--- src/rtl/interp2_sched_if.sv ---
`default_nettype none
// ============================================================================
// interp2_sched_if : line control and datapath-drive bundle for interp2_sched
// Revision 1.0
// ============================================================================
interface interp2_sched_if #(
  parameter int COEFF_W = 8,
  parameter int FRAC_W  = 12,
  parameter int INT_W   = 4,
  parameter int CNT_W   = 12
);
  logic                     start_i;
  logic [INT_W+FRAC_W-1:0]  step_i;
  logic [CNT_W-1:0]         in_len_i;
  logic [CNT_W-1:0]         out_len_i;
  logic                     in_valid_i;
  logic                     in_ready_o;
  logic [1:0]               inopcode_o;
  logic [1:0]               calcopcode_o;
  logic [COEFF_W-1:0]       coeff_b0_o;
  logic [COEFF_W-1:0]       coeff_b1_o;
  logic                     busy_o;
  logic                     res_valid_o;
  logic                     res_last_o;

  modport master (
    output start_i, step_i, in_len_i, out_len_i, in_valid_i,
    input  in_ready_o, inopcode_o, calcopcode_o, coeff_b0_o, coeff_b1_o,
           busy_o, res_valid_o, res_last_o
  );

  modport slave (
    input  start_i, step_i, in_len_i, out_len_i, in_valid_i,
    output in_ready_o, inopcode_o, calcopcode_o, coeff_b0_o, coeff_b1_o,
           busy_o, res_valid_o, res_last_o
  );
endinterface
`default_nettype wire

--- src/rtl/interp2_sched.sv ---
`default_nettype none
// ============================================================================
// interp2_sched : phase-accumulator sequencer for the mult_add_2 linear scaler
// Revision 1.0
// ============================================================================
module interp2_sched #(
  parameter int COEFF_W   = 8,
  parameter int FRAC_W    = 12,
  parameter int INT_W     = 4,
  parameter int CNT_W     = 12,
  parameter int POST_REGS = 0
) (
  input  logic            CLK_i,
  input  logic            RST_i,
  interp2_sched_if.slave  bus
);
  localparam int STEP_W = INT_W + FRAC_W;
  localparam int SKIP_W = INT_W + 1;
  localparam int SUM_W  = STEP_W + 1;
  localparam int LAT    = 3 + POST_REGS;

  typedef enum logic [1:0] {
    IDLE  = 2'd0,
    PRIME = 2'd1,
    RUN   = 2'd2
  } state_t;

  state_t              state;
  logic [FRAC_W-1:0]   frac;
  logic [SKIP_W-1:0]   skip;
  logic [CNT_W-1:0]    in_left;
  logic [CNT_W-1:0]    out_left;
  logic [STEP_W-1:0]   step;
  logic                clamp;
  logic                primed;
  logic [LAT-1:0]      vld_sr;
  logic [LAT-1:0]      lst_sr;

  logic                skip_nz;
  logic                clamp_now;
  logic                ready;
  logic                accept;
  logic                issue;
  logic [SUM_W-1:0]    next_pos;
  logic [COEFF_W-1:0]  f;
  logic [1:0]          calcop;
  logic [COEFF_W-1:0]  b0;
  logic [COEFF_W-1:0]  b1;

  always_comb begin
    skip_nz   = (skip != '0);
    // Running out of input while a skip is pending pins the rest of the line to the last pixel.
    clamp_now = (state == RUN) && (clamp || (skip_nz && (in_left == '0)));
    ready     = 1'b0;
    case (state)
      PRIME:   ready = 1'b1;
      RUN:     ready = skip_nz && !clamp_now;
      default: ready = 1'b0;
    endcase
    ready    = ready && !RST_i;
    accept   = bus.in_valid_i && ready;
    issue    = (state == RUN) && !RST_i &&
               (!skip_nz || ((skip == SKIP_W'(1)) && accept) || clamp_now);
    next_pos = {{SKIP_W{1'b0}}, frac} + {1'b0, step};
    f        = frac[FRAC_W-1 -: COEFF_W];
    calcop   = 2'b00;
    b0       = '0;
    b1       = '0;
    if (issue) begin
      if (clamp_now) begin
        calcop = 2'b01;
      end else if (f == '0) begin
        calcop = 2'b10;
      end else begin
        b0 = f;
        // f is non-zero here, so the modular negate equals full scale minus f.
        b1 = COEFF_W'(0) - f;
      end
    end
  end

  assign bus.in_ready_o   = ready;
  assign bus.inopcode_o   = accept ? 2'b10 : 2'b00;
  assign bus.calcopcode_o = calcop;
  assign bus.coeff_b0_o   = b0;
  assign bus.coeff_b1_o   = b1;
  assign bus.busy_o       = (state != IDLE);
  assign bus.res_valid_o  = vld_sr[LAT-1];
  assign bus.res_last_o   = lst_sr[LAT-1];

  always_ff @(posedge CLK_i) begin
    if (RST_i) begin
      state    <= IDLE;
      frac     <= '0;
      skip     <= '0;
      in_left  <= '0;
      out_left <= '0;
      step     <= '0;
      clamp    <= 1'b0;
      primed   <= 1'b0;
      vld_sr   <= '0;
      lst_sr   <= '0;
    end else begin
      vld_sr <= {vld_sr[LAT-2:0], issue};
      lst_sr <= {lst_sr[LAT-2:0], issue && (out_left == CNT_W'(1))};
      if (accept) begin
        in_left <= in_left - CNT_W'(1);
      end
      case (state)
        IDLE: begin
          if (bus.start_i) begin
            step     <= bus.step_i;
            in_left  <= bus.in_len_i;
            out_left <= bus.out_len_i;
            frac     <= '0;
            skip     <= '0;
            clamp    <= 1'b0;
            primed   <= 1'b0;
            state    <= PRIME;
          end
        end
        PRIME: begin
          if (accept) begin
            primed <= 1'b1;
            if (primed) begin
              state <= RUN;
            end
          end
        end
        RUN: begin
          if (clamp_now) begin
            clamp <= 1'b1;
          end
          if (issue) begin
            skip     <= next_pos[SUM_W-1:FRAC_W];
            frac     <= next_pos[FRAC_W-1:0];
            out_left <= out_left - CNT_W'(1);
            if (out_left == CNT_W'(1)) begin
              state <= IDLE;
            end
          end else if (accept) begin
            skip <= skip - SKIP_W'(1);
          end
        end
        default: state <= IDLE;
      endcase
    end
  end
endmodule
`default_nettype wire
--- src/flat_wrapper.sv ---
// flat-port wrapper written by rule: the top's interface ports become plain ports
module interp2_sched_flat 
#(
  parameter int COEFF_W   = 8,
  parameter int FRAC_W    = 12,
  parameter int INT_W     = 4,
  parameter int CNT_W     = 12,
  parameter int POST_REGS = 0
)
  (CLK_i, RST_i, bus_start_i, bus_step_i, bus_in_len_i, bus_out_len_i, bus_in_valid_i, bus_in_ready_o, bus_inopcode_o, bus_calcopcode_o, bus_coeff_b0_o, bus_coeff_b1_o, bus_busy_o, bus_res_valid_o, bus_res_last_o);
  interp2_sched_if #(.COEFF_W(COEFF_W), .FRAC_W(FRAC_W), .INT_W(INT_W), .CNT_W(CNT_W)) bus_i ();
  input  logic CLK_i;
  input  logic RST_i;
  input wire logic [$bits(bus_i.start_i)-1:0] bus_start_i;
  input wire logic [$bits(bus_i.step_i)-1:0] bus_step_i;
  input wire logic [$bits(bus_i.in_len_i)-1:0] bus_in_len_i;
  input wire logic [$bits(bus_i.out_len_i)-1:0] bus_out_len_i;
  input wire logic [$bits(bus_i.in_valid_i)-1:0] bus_in_valid_i;
  output wire logic [$bits(bus_i.in_ready_o)-1:0] bus_in_ready_o;
  output wire logic [$bits(bus_i.inopcode_o)-1:0] bus_inopcode_o;
  output wire logic [$bits(bus_i.calcopcode_o)-1:0] bus_calcopcode_o;
  output wire logic [$bits(bus_i.coeff_b0_o)-1:0] bus_coeff_b0_o;
  output wire logic [$bits(bus_i.coeff_b1_o)-1:0] bus_coeff_b1_o;
  output wire logic [$bits(bus_i.busy_o)-1:0] bus_busy_o;
  output wire logic [$bits(bus_i.res_valid_o)-1:0] bus_res_valid_o;
  output wire logic [$bits(bus_i.res_last_o)-1:0] bus_res_last_o;
  assign bus_i.start_i = bus_start_i;
  assign bus_i.step_i = bus_step_i;
  assign bus_i.in_len_i = bus_in_len_i;
  assign bus_i.out_len_i = bus_out_len_i;
  assign bus_i.in_valid_i = bus_in_valid_i;
  assign bus_in_ready_o = bus_i.in_ready_o;
  assign bus_inopcode_o = bus_i.inopcode_o;
  assign bus_calcopcode_o = bus_i.calcopcode_o;
  assign bus_coeff_b0_o = bus_i.coeff_b0_o;
  assign bus_coeff_b1_o = bus_i.coeff_b1_o;
  assign bus_busy_o = bus_i.busy_o;
  assign bus_res_valid_o = bus_i.res_valid_o;
  assign bus_res_last_o = bus_i.res_last_o;
  interp2_sched #(.COEFF_W(COEFF_W), .FRAC_W(FRAC_W), .INT_W(INT_W), .CNT_W(CNT_W), .POST_REGS(POST_REGS)) u_core (.CLK_i(CLK_i), .RST_i(RST_i), .bus(bus_i));
endmodule
--- config.mk ---
export PLATFORM = sky130hd
export DESIGN_NAME = interp2_sched_flat
export DESIGN_NICKNAME = d
export VERILOG_FILES = /design/src/rtl/interp2_sched_if.sv /design/src/rtl/interp2_sched.sv /design/src/flat_wrapper.sv
export SDC_FILE = /design/constraint.sdc
export NUM_CORES = 1
export LEC_CHECK = 0
export ABC_AREA = 1
export BUFFER_PORTS_ARGS = -buffer_cell sky130_fd_sc_hd__buf_2
export CORE_UTILIZATION = 51
export DETAILED_ROUTE_END_ITERATION = 8
export PLACE_DENSITY_LB_ADDON = 0.2
export SYNTH_ARGS = -nofsm -noshare
export SYNTH_HDL_FRONTEND = slang
export SYNTH_SLANG_ARGS = --single-unit
export TNS_END_PERCENT = 100
--- constraint.sdc ---
create_clock -name CLK_i -period 2.4 [get_ports CLK_i]
set_input_delay 0.24 -clock CLK_i [delete_from_list [all_inputs] [get_ports CLK_i]]
set_output_delay 0.24 -clock CLK_i [all_outputs]
set_load 0.05 [all_outputs]
==> results_dict.tcl <==
set metrics [dict create \
    outcome "complete, but fails checks" \
    violations "negative setup slack" \
    post-dp-hpwl_um 8400 \
    met1_usage_pct 34.8 \
    grt_max_degree 41 \
    fmax_mhz 392 \
    p_sw_share_pct 48.8 \
    cts_max_path_buffers 2 \
    pwr-share-seq_pct 26.1 \
    hold_viol_final 0 \
    avgViaCountPerCell 5.50 \
    postSynthCellCount 673 \
    drv_slew 0 \
    holdPathStages 3 \
    wl_um 12000 \
    drc 0 \
    vias 4761 \
    grtUsageMet2_pct 47.2 \
    cts-root-buf "clkbuf_8" \
    holdPathEnd "u_core.in_left[3]$_SDFF_PP0_" \
    nets 823 \
    cts_buffers 9 \
    p_leak_nw 2.66 \
    routedWlPerCell_um 13.8 \
    tightest_slew_ps 626 \
    gp_congestion 0.963 \
    rrSetupSlack_ps 180 \
    synth.avg_cell_area_um2 6.49 \
    track_usage_pct 27.2 \
    cts_hold_buf 0 \
    crit_path_start_kind "register" \
    slew_headroom_pct 58.2 \
    die_y_um 94.5 \
    clkLatencyLatePin_ps 350 \
    dp_worst_setup_slack_ps -37.8 \
    met3_usage_pct 3.95 \
    maxCapViolations 0 \
    reg2reg_depth 17 \
    ant_nets 0 \
    synth-edff-count 0 \
    rows 33 \
    grt.busiest_layer "met2" \
    async_flop_share_pct 0 \
    syn_nets 741 \
    fin_ws_ps -154 \
    coreArea_um2 8260 \
    overflow 0 \
    grt_pass1_wl_um 19200 \
    synth.cell_area_um2 4370 \
    ios 68 \
    ys_seq_area_share_pct 30.7 \
    worstPathRequired_ps 2160 \
    r2r_end "u_core.frac[10]$_SDFFE_PP0P_" \
    ys_types 44 \
    synth_ff_type "dfxtp_1" \
    post-route-util_pct 66.4 \
    p_per_area_nw_per_um2 1240 \
    cts_sinks 67 \
    htreeDepth 3 \
    r2r-start "u_core.skip[1]$_SDFFE_PP0P_" \
    synth_warnings 0 \
    initial_core_util_pct 52.9 \
    area_growth_pct 25.6 \
    hp-start "bus_in_len_i[3]" \
    end_kind "output port" \
    crit_arrival_ps 2310 \
    setup_tns_ps -1030 \
    cts_tree "built" \
    p_int_mw 3.48 \
    drive_gt1_share_pct 22.0 \
    diodes 0 \
    pwr-share-clk_pct 13.5 \
    port-buffer-count 66 \
    drt_iter0_drc 341 \
    first_global_vias 4176 \
    fin_crit_ps 2550 \
    final-setup-viol-count 14 \
    cp_max_fo 5 \
    die_x_um 94.5 \
    finClkSkew_ps 13.1 \
    criticalPathCategory "register to output port" \
    min_path_type "input port to register" \
    dieArea_um2 8940 \
    rsz0062_at_grt "true" \
    ys_ff_latch 67 \
    antenna_found_initial 0 \
    ir_worst_vdd_v 0.000506 \
    critPathLaunch "u_core.skip[1]$_SDFFE_PP0P_" \
    pwr-share-comb_pct 60.3 \
    drtPass1Iterations 5 \
    clk_pin_slew_ps 70 \
    period_share_pct 106 \
    p_switching_mw 3.32 \
]
Yosys cell counts (7+ instances only):
cell	instances	area share, %
nand4_1	10	1.4
nor3_1	11	1.3
xor2_1	14	2.8
inv_1	67	5.8
o21ai_0	52	6.0
clkbuf_1	12	1.0
a21oi_1	49	5.6
nand2_1	118	10
dfxtp_1	67	31
buf_1	8	0.69
nor2_1	124	11
ha_1	23	6.6
nand3_1	49	5.6
o211ai_1	7	1.2
area by class of cell:
class,count,area (um^2)
fillers,779,2770
multi-input cells,505,2790
repair buffers,102,761
flip-flops and latches,67,1350
well taps,105,131
inverters,70,263
clock buffers,12,135
clock inverters,4,51.3
flip-flops by register name, indices dropped and copies added (netlist names), 2 cells and up:
name / count
u_core.state: 2
u_core.lst_sr: 3
u_core.step: 16
u_core.skip: 5
u_core.in_left: 12
u_core.frac: 12
u_core.vld_sr: 3
u_core.out_left: 12
layer usage:
metal	part of all wire, %	vias up	wire (um)
met5	0	-	0
met4	1.6	0	197
met3	5.8	18	700
met2	48	175	5740
met1	45	2202	5330
li1	-	2366	-
per-stage QoR:
step / area, um^2 / total power, mW / std cells / hold WS [ps]
floorplan: 4440 / 4.55 / 673 / 388
global placement: 4920 / 5.27 / 833 / 392
detailed placement: 4920 / 5.39 / 833 / 395
CTS: 5290 / 6.50 / 858 / 126
global route: 5480 / 7.39 / 865 / 143
finish: 5480 / 6.80 / 865 / 130
how the worst max path moves through the flow:
stage	endpoint	slack [ps]
finish	bus_coeff_b1_o[4]	-150
global route	bus_coeff_b1_o[4]	-270
CTS	bus_coeff_b0_o[4]	-90
detailed placement	bus_coeff_b0_o[4]	-40
global placement	bus_coeff_b1_o[4]	100
floorplan	bus_coeff_b1_o[0]	-200
layout by cell type (no fill, tap or decap), drive strengths merged, types with 3 or more instances in the layout:
master and n:
or2 3, o221ai 3, ha 23, dfxtp 67, a21boi 3, nand3b 4, xor2 14, buf 100
o211ai 7, a21oi 49, inv 69, nand4 10, clkbuf 14, nor2 126, nand3 50, nor3 12
clkinv 3, o21ai 58, nand2 122
repair_timing:
action,4_1_cts,5_1_grt
pin swaps,8,5
endpoints found under the setup margin,17,45
gates resized for setup,38,47
setup buffers,9,6
gates cloned,0,1
power groups by stage:
| stage | registers (mW) | logic, mW | clock network, mW |
|---|---|---|---|
| after floorplan | 1.69 | 2.85 | 0 |
| after global placement | 1.77 | 3.50 | 0 |
| after detailed placement | 1.78 | 3.61 | 0 |
| after global routing | 1.81 | 4.59 | 0.981 |
| after CTS | 1.76 | 3.80 | 0.931 |
| final | 1.78 | 4.10 | 0.921 |
worst max-delay path, cell delays in order (launching register included):
cell and delay, ps:
dfxtp_2 330, inv_2 80, ha_4 140, nand2_4 50, nor2_4 120, nor2_2 40
nand2_1 90, nand3_2 70, nand2_2 70, nand4_1 130, a21oi_2 270, nand2_2 130
buf_8 170, nor2_4 130, buf_8 150
cells by family after synthesis:
group                    after synthesis  synth area share [%]
AND/OR/NAND/NOR                      330                  32.3
AO/OA/AOI/OAI                        134                  17.3
buffers and inverters                101                  9.34
flip-flops                            67                  30.7
adder cells (fa/ha/maj)               24                  7.05
XOR/XNOR                              16                  3.21
other                                  1                0.0859
Note: power is estimated with default switching activity, not from simulation.
